===== config.mk =====
export PLATFORM = sky130hd
export DESIGN_NAME = control_seq
export DESIGN_NICKNAME = d
export VERILOG_FILES = /design/src/rtl/control_pkg.sv /design/src/rtl/control_decode.sv /design/src/rtl/control_seq.sv
export SDC_FILE = /design/constraint.sdc
export NUM_CORES = 1
export LEC_CHECK = 0
export CORE_ASPECT_RATIO = 1.5
export CORE_MARGIN = 3
export CORE_UTILIZATION = 51
export CTS_CLUSTER_DIAMETER = 150
export DETAILED_ROUTE_END_ITERATION = 7
export GPL_TIMING_DRIVEN = 1
export PLACE_DENSITY_LB_ADDON = 0.1
export SYNTH_ARGS = -nofsm -noshare
export SYNTH_HDL_FRONTEND = slang
export SYNTH_SLANG_ARGS = --single-unit

===== constraint.sdc =====
create_clock -name clk -period 3 [get_ports clk]
set_input_delay 0.3 -clock clk [delete_from_list [all_inputs] [get_ports clk]]
set_output_delay 0.3 -clock clk [all_outputs]
set_load 0.01 [all_outputs]

===== src/rtl/control_pkg.sv =====
// Shared definitions for the control sequencer: instruction field positions,
// bus-source and destination codes, and the sequencer state enumeration.
package control_pkg;

  // Instruction layout: {bit7, dest[2:0], bit3, source[2:0]}
  localparam int IR_BIT7     = 7;
  localparam int IR_DEST_MSB = 6;
  localparam int IR_DEST_LSB = 4;
  localparam int IR_BIT3     = 3;
  localparam int IR_SRC_MSB  = 2;
  localparam int IR_SRC_LSB  = 0;

  // Bus source codes
  localparam logic [2:0] SRC_ROM  = 3'd0;
  localparam logic [2:0] SRC_ZERO = 3'd1;
  localparam logic [2:0] SRC_A    = 3'd2;
  localparam logic [2:0] SRC_B    = 3'd3;
  localparam logic [2:0] SRC_X    = 3'd4;
  localparam logic [2:0] SRC_RAM  = 3'd5;
  localparam logic [2:0] SRC_E    = 3'd6;
  localparam logic [2:0] SRC_S    = 3'd7;

  // Destination codes
  localparam logic [2:0] DST_IR  = 3'd0;
  localparam logic [2:0] DST_PC  = 3'd1;
  localparam logic [2:0] DST_A   = 3'd2;
  localparam logic [2:0] DST_B   = 3'd3;
  localparam logic [2:0] DST_X   = 3'd4;
  localparam logic [2:0] DST_MEM = 3'd5;
  localparam logic [2:0] DST_Q   = 3'd6;
  localparam logic [2:0] DST_QHI = 3'd7;

  typedef enum logic [2:0] {
    FETCH,
    EXEC,
    WAIT,
    HALT,
    FAULT
  } seqStateT;

  function automatic logic [2:0] irSource(input logic [7:0] instr);
    return instr[IR_SRC_MSB:IR_SRC_LSB];
  endfunction

  function automatic logic [2:0] irDest(input logic [7:0] instr);
    return instr[IR_DEST_MSB:IR_DEST_LSB];
  endfunction

endpackage


===== src/rtl/control_decode.sv =====
// Purely combinational instruction decoder: turns the current instruction and
// the saved ALU flags into bus-enable (active-low, indexed by source) and
// load-strobe (active-high, indexed by destination) vectors.
module control_decode
  import control_pkg::*;
(
  input  logic       zeroReg,
  input  logic       carryReg,
  input  logic [7:0] instr,
  output logic [7:0] busEnBar,
  output logic [7:0] strobe,
  output logic       doJump,
  output logic       doSubtract,
  output logic       memAccess
);

  logic [2:0] src;
  logic [2:0] dst;
  logic       bit7;
  logic       bit3;

  // Decode source, destination, jump condition and memory-access flag
  always_comb begin
    src        = irSource(instr);
    dst        = irDest(instr);
    bit7       = instr[IR_BIT7];
    bit3       = instr[IR_BIT3];
    busEnBar   = 8'hFF;
    strobe     = 8'h00;
    doJump     = (dst == DST_PC) &
                 ((bit3 & zeroReg) | (bit7 & carryReg) | (~bit3 & ~bit7));
    doSubtract = bit3;
    memAccess  = (src == SRC_RAM) || (dst == DST_MEM);

    case (src)
      SRC_ROM:  busEnBar[SRC_ROM] = 1'b0;
      SRC_ZERO: busEnBar          = 8'hFF;
      SRC_A:    busEnBar[SRC_A]   = 1'b0;
      SRC_B:    busEnBar[SRC_B]   = 1'b0;
      SRC_X:    busEnBar[SRC_X]   = 1'b0;
      SRC_RAM:  busEnBar[SRC_RAM] = 1'b0;
      SRC_E:    busEnBar[SRC_E]   = 1'b0;
      SRC_S:    busEnBar[SRC_S]   = 1'b0;
      default:  busEnBar          = 8'hFF;
    endcase

    case (dst)
      DST_IR:  strobe[DST_IR]  = 1'b1;
      DST_PC:  strobe[DST_PC]  = doJump;
      DST_A:   strobe[DST_A]   = 1'b1;
      DST_B:   strobe[DST_B]   = 1'b1;
      DST_X:   strobe[DST_X]   = 1'b1;
      DST_MEM: strobe[DST_MEM] = 1'b1;
      DST_Q:   strobe[DST_Q]   = 1'b1;
      DST_QHI: strobe[DST_QHI] = 1'b1;
      default: strobe          = 8'h00;
    endcase
  end

endmodule


===== src/rtl/control_seq.sv =====
// Microcoded-style control sequencer: FETCH loads the instruction register,
// EXEC drives one bus source and one load strobe, memory instructions stall
// in WAIT until memReady (or fault after TIMEOUT cycles).
// Optional feature macro: CONTROL_SEQ_HALT_EN makes opcode 8'hFF halt the
// sequencer until reset; without it 8'hFF is an ordinary S -> Qhi move.
module control_seq
  import control_pkg::*;
#(
  parameter int WIDTH   = 8,
  parameter int TIMEOUT = 15
) (
  input  logic             clk,
  input  logic             resetBar,
  input  logic [WIDTH-1:0] dataIn,
  input  logic             aluZero,
  input  logic             aluCarry,
  input  logic             memReady,
  output logic             memReq,
  output logic             assertBarRom,
  output logic             assertBarA,
  output logic             assertBarB,
  output logic             assertBarX,
  output logic             assertBarRam,
  output logic             assertBarE,
  output logic             assertBarS,
  output logic             loadPC,
  output logic             loadA,
  output logic             loadB,
  output logic             loadX,
  output logic             storeMem,
  output logic             loadQ,
  output logic             loadQhi,
  output logic             incPC,
  output logic             doSubtract,
  output logic             doJump,
  output logic [7:0]       ir,
  output logic             halted,
  output logic             fault
);

  localparam logic [7:0] TIMEOUT_LAST = 8'(TIMEOUT - 1);

  seqStateT   state;
  logic       zeroReg;
  logic       carryReg;
  logic [7:0] waitCount;
  logic [7:0] decBus;
  logic [7:0] decStrobe;
  logic       decJump;
  logic       decSub;
  logic       decMem;
  logic       haltInstr;
  logic [7:0] busEnBar;
  logic [7:0] strobeVec;
  logic       unusedBits;

  control_decode decoder (
    .zeroReg   (zeroReg),
    .carryReg  (carryReg),
    .instr     (ir),
    .busEnBar  (decBus),
    .strobe    (decStrobe),
    .doJump    (decJump),
    .doSubtract(decSub),
    .memAccess (decMem)
  );

`ifdef CONTROL_SEQ_HALT_EN
  localparam logic [7:0] HALT_OPCODE = 8'hFF;
  assign haltInstr = (ir == HALT_OPCODE);
  assign halted    = (state == HALT);
`else
  assign haltInstr = 1'b0;
  assign halted    = 1'b0;
`endif

  assign fault = (state == FAULT);

  // Upper bus bits and the "zero" source select have no consumer here
  assign unusedBits = ^{dataIn, busEnBar[SRC_ZERO]};

  // Gate the decoded controls by state; memory strobes wait for memReady
  always_comb begin
    busEnBar   = 8'hFF;
    strobeVec  = 8'h00;
    incPC      = 1'b0;
    memReq     = 1'b0;
    doSubtract = 1'b0;
    doJump     = 1'b0;
    case (state)
      FETCH: begin
        busEnBar[SRC_ROM] = 1'b0;
        incPC             = resetBar;
      end
      EXEC, WAIT: begin
        if (!haltInstr) begin
          busEnBar   = decBus;
          doSubtract = decSub;
          doJump     = decJump;
          memReq     = decMem;
          if (!decMem || memReady) strobeVec = decStrobe;
        end
      end
      default: begin
        busEnBar  = 8'hFF;
        strobeVec = 8'h00;
      end
    endcase
  end

  assign assertBarRom = busEnBar[SRC_ROM];
  assign assertBarA   = busEnBar[SRC_A];
  assign assertBarB   = busEnBar[SRC_B];
  assign assertBarX   = busEnBar[SRC_X];
  assign assertBarRam = busEnBar[SRC_RAM];
  assign assertBarE   = busEnBar[SRC_E];
  assign assertBarS   = busEnBar[SRC_S];

  assign loadPC   = strobeVec[DST_PC];
  assign loadA    = strobeVec[DST_A];
  assign loadB    = strobeVec[DST_B];
  assign loadX    = strobeVec[DST_X];
  assign storeMem = strobeVec[DST_MEM];
  assign loadQ    = strobeVec[DST_Q];
  assign loadQhi  = strobeVec[DST_QHI];

  // Sequencer state, instruction register, ALU flags and WAIT counter
  always_ff @(posedge clk or negedge resetBar) begin
    if (!resetBar) begin
      state     <= FETCH;
      ir        <= 8'h00;
      zeroReg   <= 1'b0;
      carryReg  <= 1'b0;
      waitCount <= 8'h00;
    end else begin
      if (strobeVec[DST_A]) begin
        zeroReg  <= aluZero;
        carryReg <= aluCarry;
      end
      if (strobeVec[DST_IR]) ir <= dataIn[7:0];
      case (state)
        FETCH: begin
          ir    <= dataIn[7:0];
          state <= EXEC;
        end
        EXEC: begin
          waitCount <= 8'h00;
          if (haltInstr)               state <= HALT;
          else if (decMem && !memReady) state <= WAIT;
          else                         state <= FETCH;
        end
        WAIT: begin
          if (memReady)                       state <= FETCH;
          else if (waitCount == TIMEOUT_LAST) state <= FAULT;
          else                                waitCount <= waitCount + 8'd1;
        end
        HALT:    state <= HALT;
        FAULT:   state <= FAULT;
        default: state <= FAULT;
      endcase
    end
  end

endmodule


==> flow_summary.ini <==
[outcome]
run_status = finished clean

[grt]
grt_util_all_layers_pct = 20.85
grt_max_degree = 22
grt_pass1_wl_mm = 5.913
grt_pass1_vias = 1254
antenna_found_initial = 0
grt_remaining_overflow = 0

[worst_setup_path]
cpMaxStageDelayCell = clkdlybuf4s50_1
worstPathArrival_ns = 2.34
crit_path_start_kind = input port
crit_top_cell = clkdlybuf4s50_1
cp_cell_sequence = clkdlybuf4s50_1 -> nand4bb_4 -> nand2_2 -> or4_4 -> inv_1 -> clkdlybuf4s50_1
cp-end-kind = primary output
worst-path-max-fanout = 8
worst-setup-path-type = in -> out
worstPathRequired_ns = 2.70
cpPeakStageDelay_ns = 0.61

[timing]
setup_viol = 0
fin_crit_sh_pct = 87.97
clock_skew_ns = 0.003222
final.setup.tns_ns = 0
fin_crit_ns = 2.639
final-hold-violation-count = 0
final_max_slew_viol_count = 0
clock.fmax_mhz = 378.9
rsz0062_at_grt = false

[synth]
syn_area_per_cell_um2 = 9.280
ys_ff_latch = 21
syn_nets = 171
synth.distinct_cells = 54
synth_edf_count = 0
syn-cell-area_um2 = 1448
synth_top_flop_cell = dfrtp_1
yosysSeqAreaShare_pct = 36.30
synthCells = 156
async_reset_ff_share_pct = 100.0
yosys_warnings = 0

[placed_design]
dp_cells = 223
dp_hpwl_mm = 2.674
io_buffers = 39
gp_congestion = 0.8143

[floorplanning]
top_level_ports = 41
initial_core_util_pct = 53.52
rows = 23
core-area_um2 = 2705
dieArea_um2 = 3527
die_w_um = 49.50
die_y_um = 71.25

[clock_tree]
cts_resized = 0
cts.path.max_buffers = 2
cts_root_buf = clkbuf_8
clock_sinks = 21
ctsHoldBuffers = 0
clock_latency_ns = 0.26
cts_max_level = 1
cts_setup_buffers = 0
cts_tree = done
path_clk_slew_ns = 0.08
numCtsBuffers = 3

[routing]
vias = 1306
routedWlPerCell_um = 15.63
avgViaCountPerCell = 5.753
dr.pass1.iters = 4
antenna_left = 0
wirelength_mm = 3.549
drt_iter0_drc = 28
drc = 0

[cells_and_area]
diodes = 0
drive_above_1_share_pct = 12.63
n_fill_cell = 241
syn_to_final_growth_pct = 30.60
fin_nets = 206
finalNonFillerCells = 227

[power]
power_density_nw_per_um2 = 917.4
peakVddDrop_mv = 0.4643
leakage_nw = 0.7747

[run]
cap_violations = 0

[min_path]
hp-class = in -> async
critical path: cells and delay by family:
family	cells	cell delay, ns
AND/OR/NAND/NOR	3	0.83
buffers and inverters	3	1.21
area by class of cell:
cell class              instances  area (µm²)  share of cell area, %
repair buffers                 44       427.9                  22.63
well taps                      37       46.29                  2.449
clock buffers                   4       45.04                  2.383
flip-flops and latches         21       525.5                  27.80
inverters                       3       11.26                 0.5956
multi-input cells             118       834.6                  44.14
cells in the final DEF (no fill, tap or decap), types with 4 or more instances in the layout:
master,instances
clkdlybuf4s50_1,39
dfrtp_1,21
nor2_1,16
nand2_1,15
nand3_1,5
o21ai_0,5
buf_4,5
nor4_1,4
a22o_1,4
mux2_1,4
nand2b_1,4
cell families after synthesis:
group	share of synthesized area (%)
adder cells (fa/ha/maj)	2.420
flip-flops	36.30
buffers and inverters	6.050
AO/OA/AOI/OAI	17.11
XOR/XNOR	1.902
AND/OR/NAND/NOR	28.44
multiplexers	7.519
other	0.2590
per-layer routing:
layer / track usage (%) / wire, µm / up-vias
li1: - / - / 638
met5: 0 / 0 / -
met3: 2.911 / 154 / 5
met2: 38.96 / 1890 / 44
met1: 24.56 / 1469 / 619
met4: 5.846 / 35 / 0
registers in the layout, indices dropped and copies added (netlist names):
signal / cells
waitCount: 8
carryReg: 1
ir: 8
state: 3
zeroReg: 1
worst paths after layout:
check,depth (start not counted),from,slack (ns),endpoint
max in group asynchronous,2,resetBar,2.30,ir[1]
min in group clk,1,zeroReg,0.52,zeroReg
max,6,memReady,0.36,loadA
max reg2reg,5,state[1],1.02,ir[2]
min,2,resetBar,0.48,zeroReg
min reg2reg,1,zeroReg,0.52,zeroReg
power breakdown:
part	switching, mW	total, mW	internal [mW]
clock	0.0926	0.187	0.0946
sequential	0.177	0.550	0.373
combinational	0.460	0.997	0.538
total	0.730	1.73	1.00
cell usage after synthesis (all sizes together) (4+ instances only):
cell,count,area (µm²)
a21oi,4,23.77
nand2b,5,33.78
buf,6,46.29
nand3,5,25.02
o21ai,5,25.02
clkbuf,8,30.03
a22o,4,35.03
nand2,16,62.56
nor4,4,25.02
dfrtp,21,525.5
nor2,16,60.06
mux2,9,108.9
stage by stage:
stage | hold WS [ns] | total power [mW] | area [µm²] | setup slack (ns) | utilization, %
final | 0.4810 | 1.734 | 1891 | 0.3608 | 69.89
after global routing | 0.4970 | 1.845 | 1891 | 0.2795 | 69.89
after CTS | 0.4958 | 1.745 | 1891 | 0.3606 | 69.89
after detailed placement | 0.4997 | 1.554 | 1846 | 0.3755 | 68.22
after global placement | 0.4950 | 1.525 | 1846 | 0.3834 | 68.22
after floorplan | 0.004409 | 1.145 | 1448 | 1.137 | -
Power figures use the tool's default switching activity.
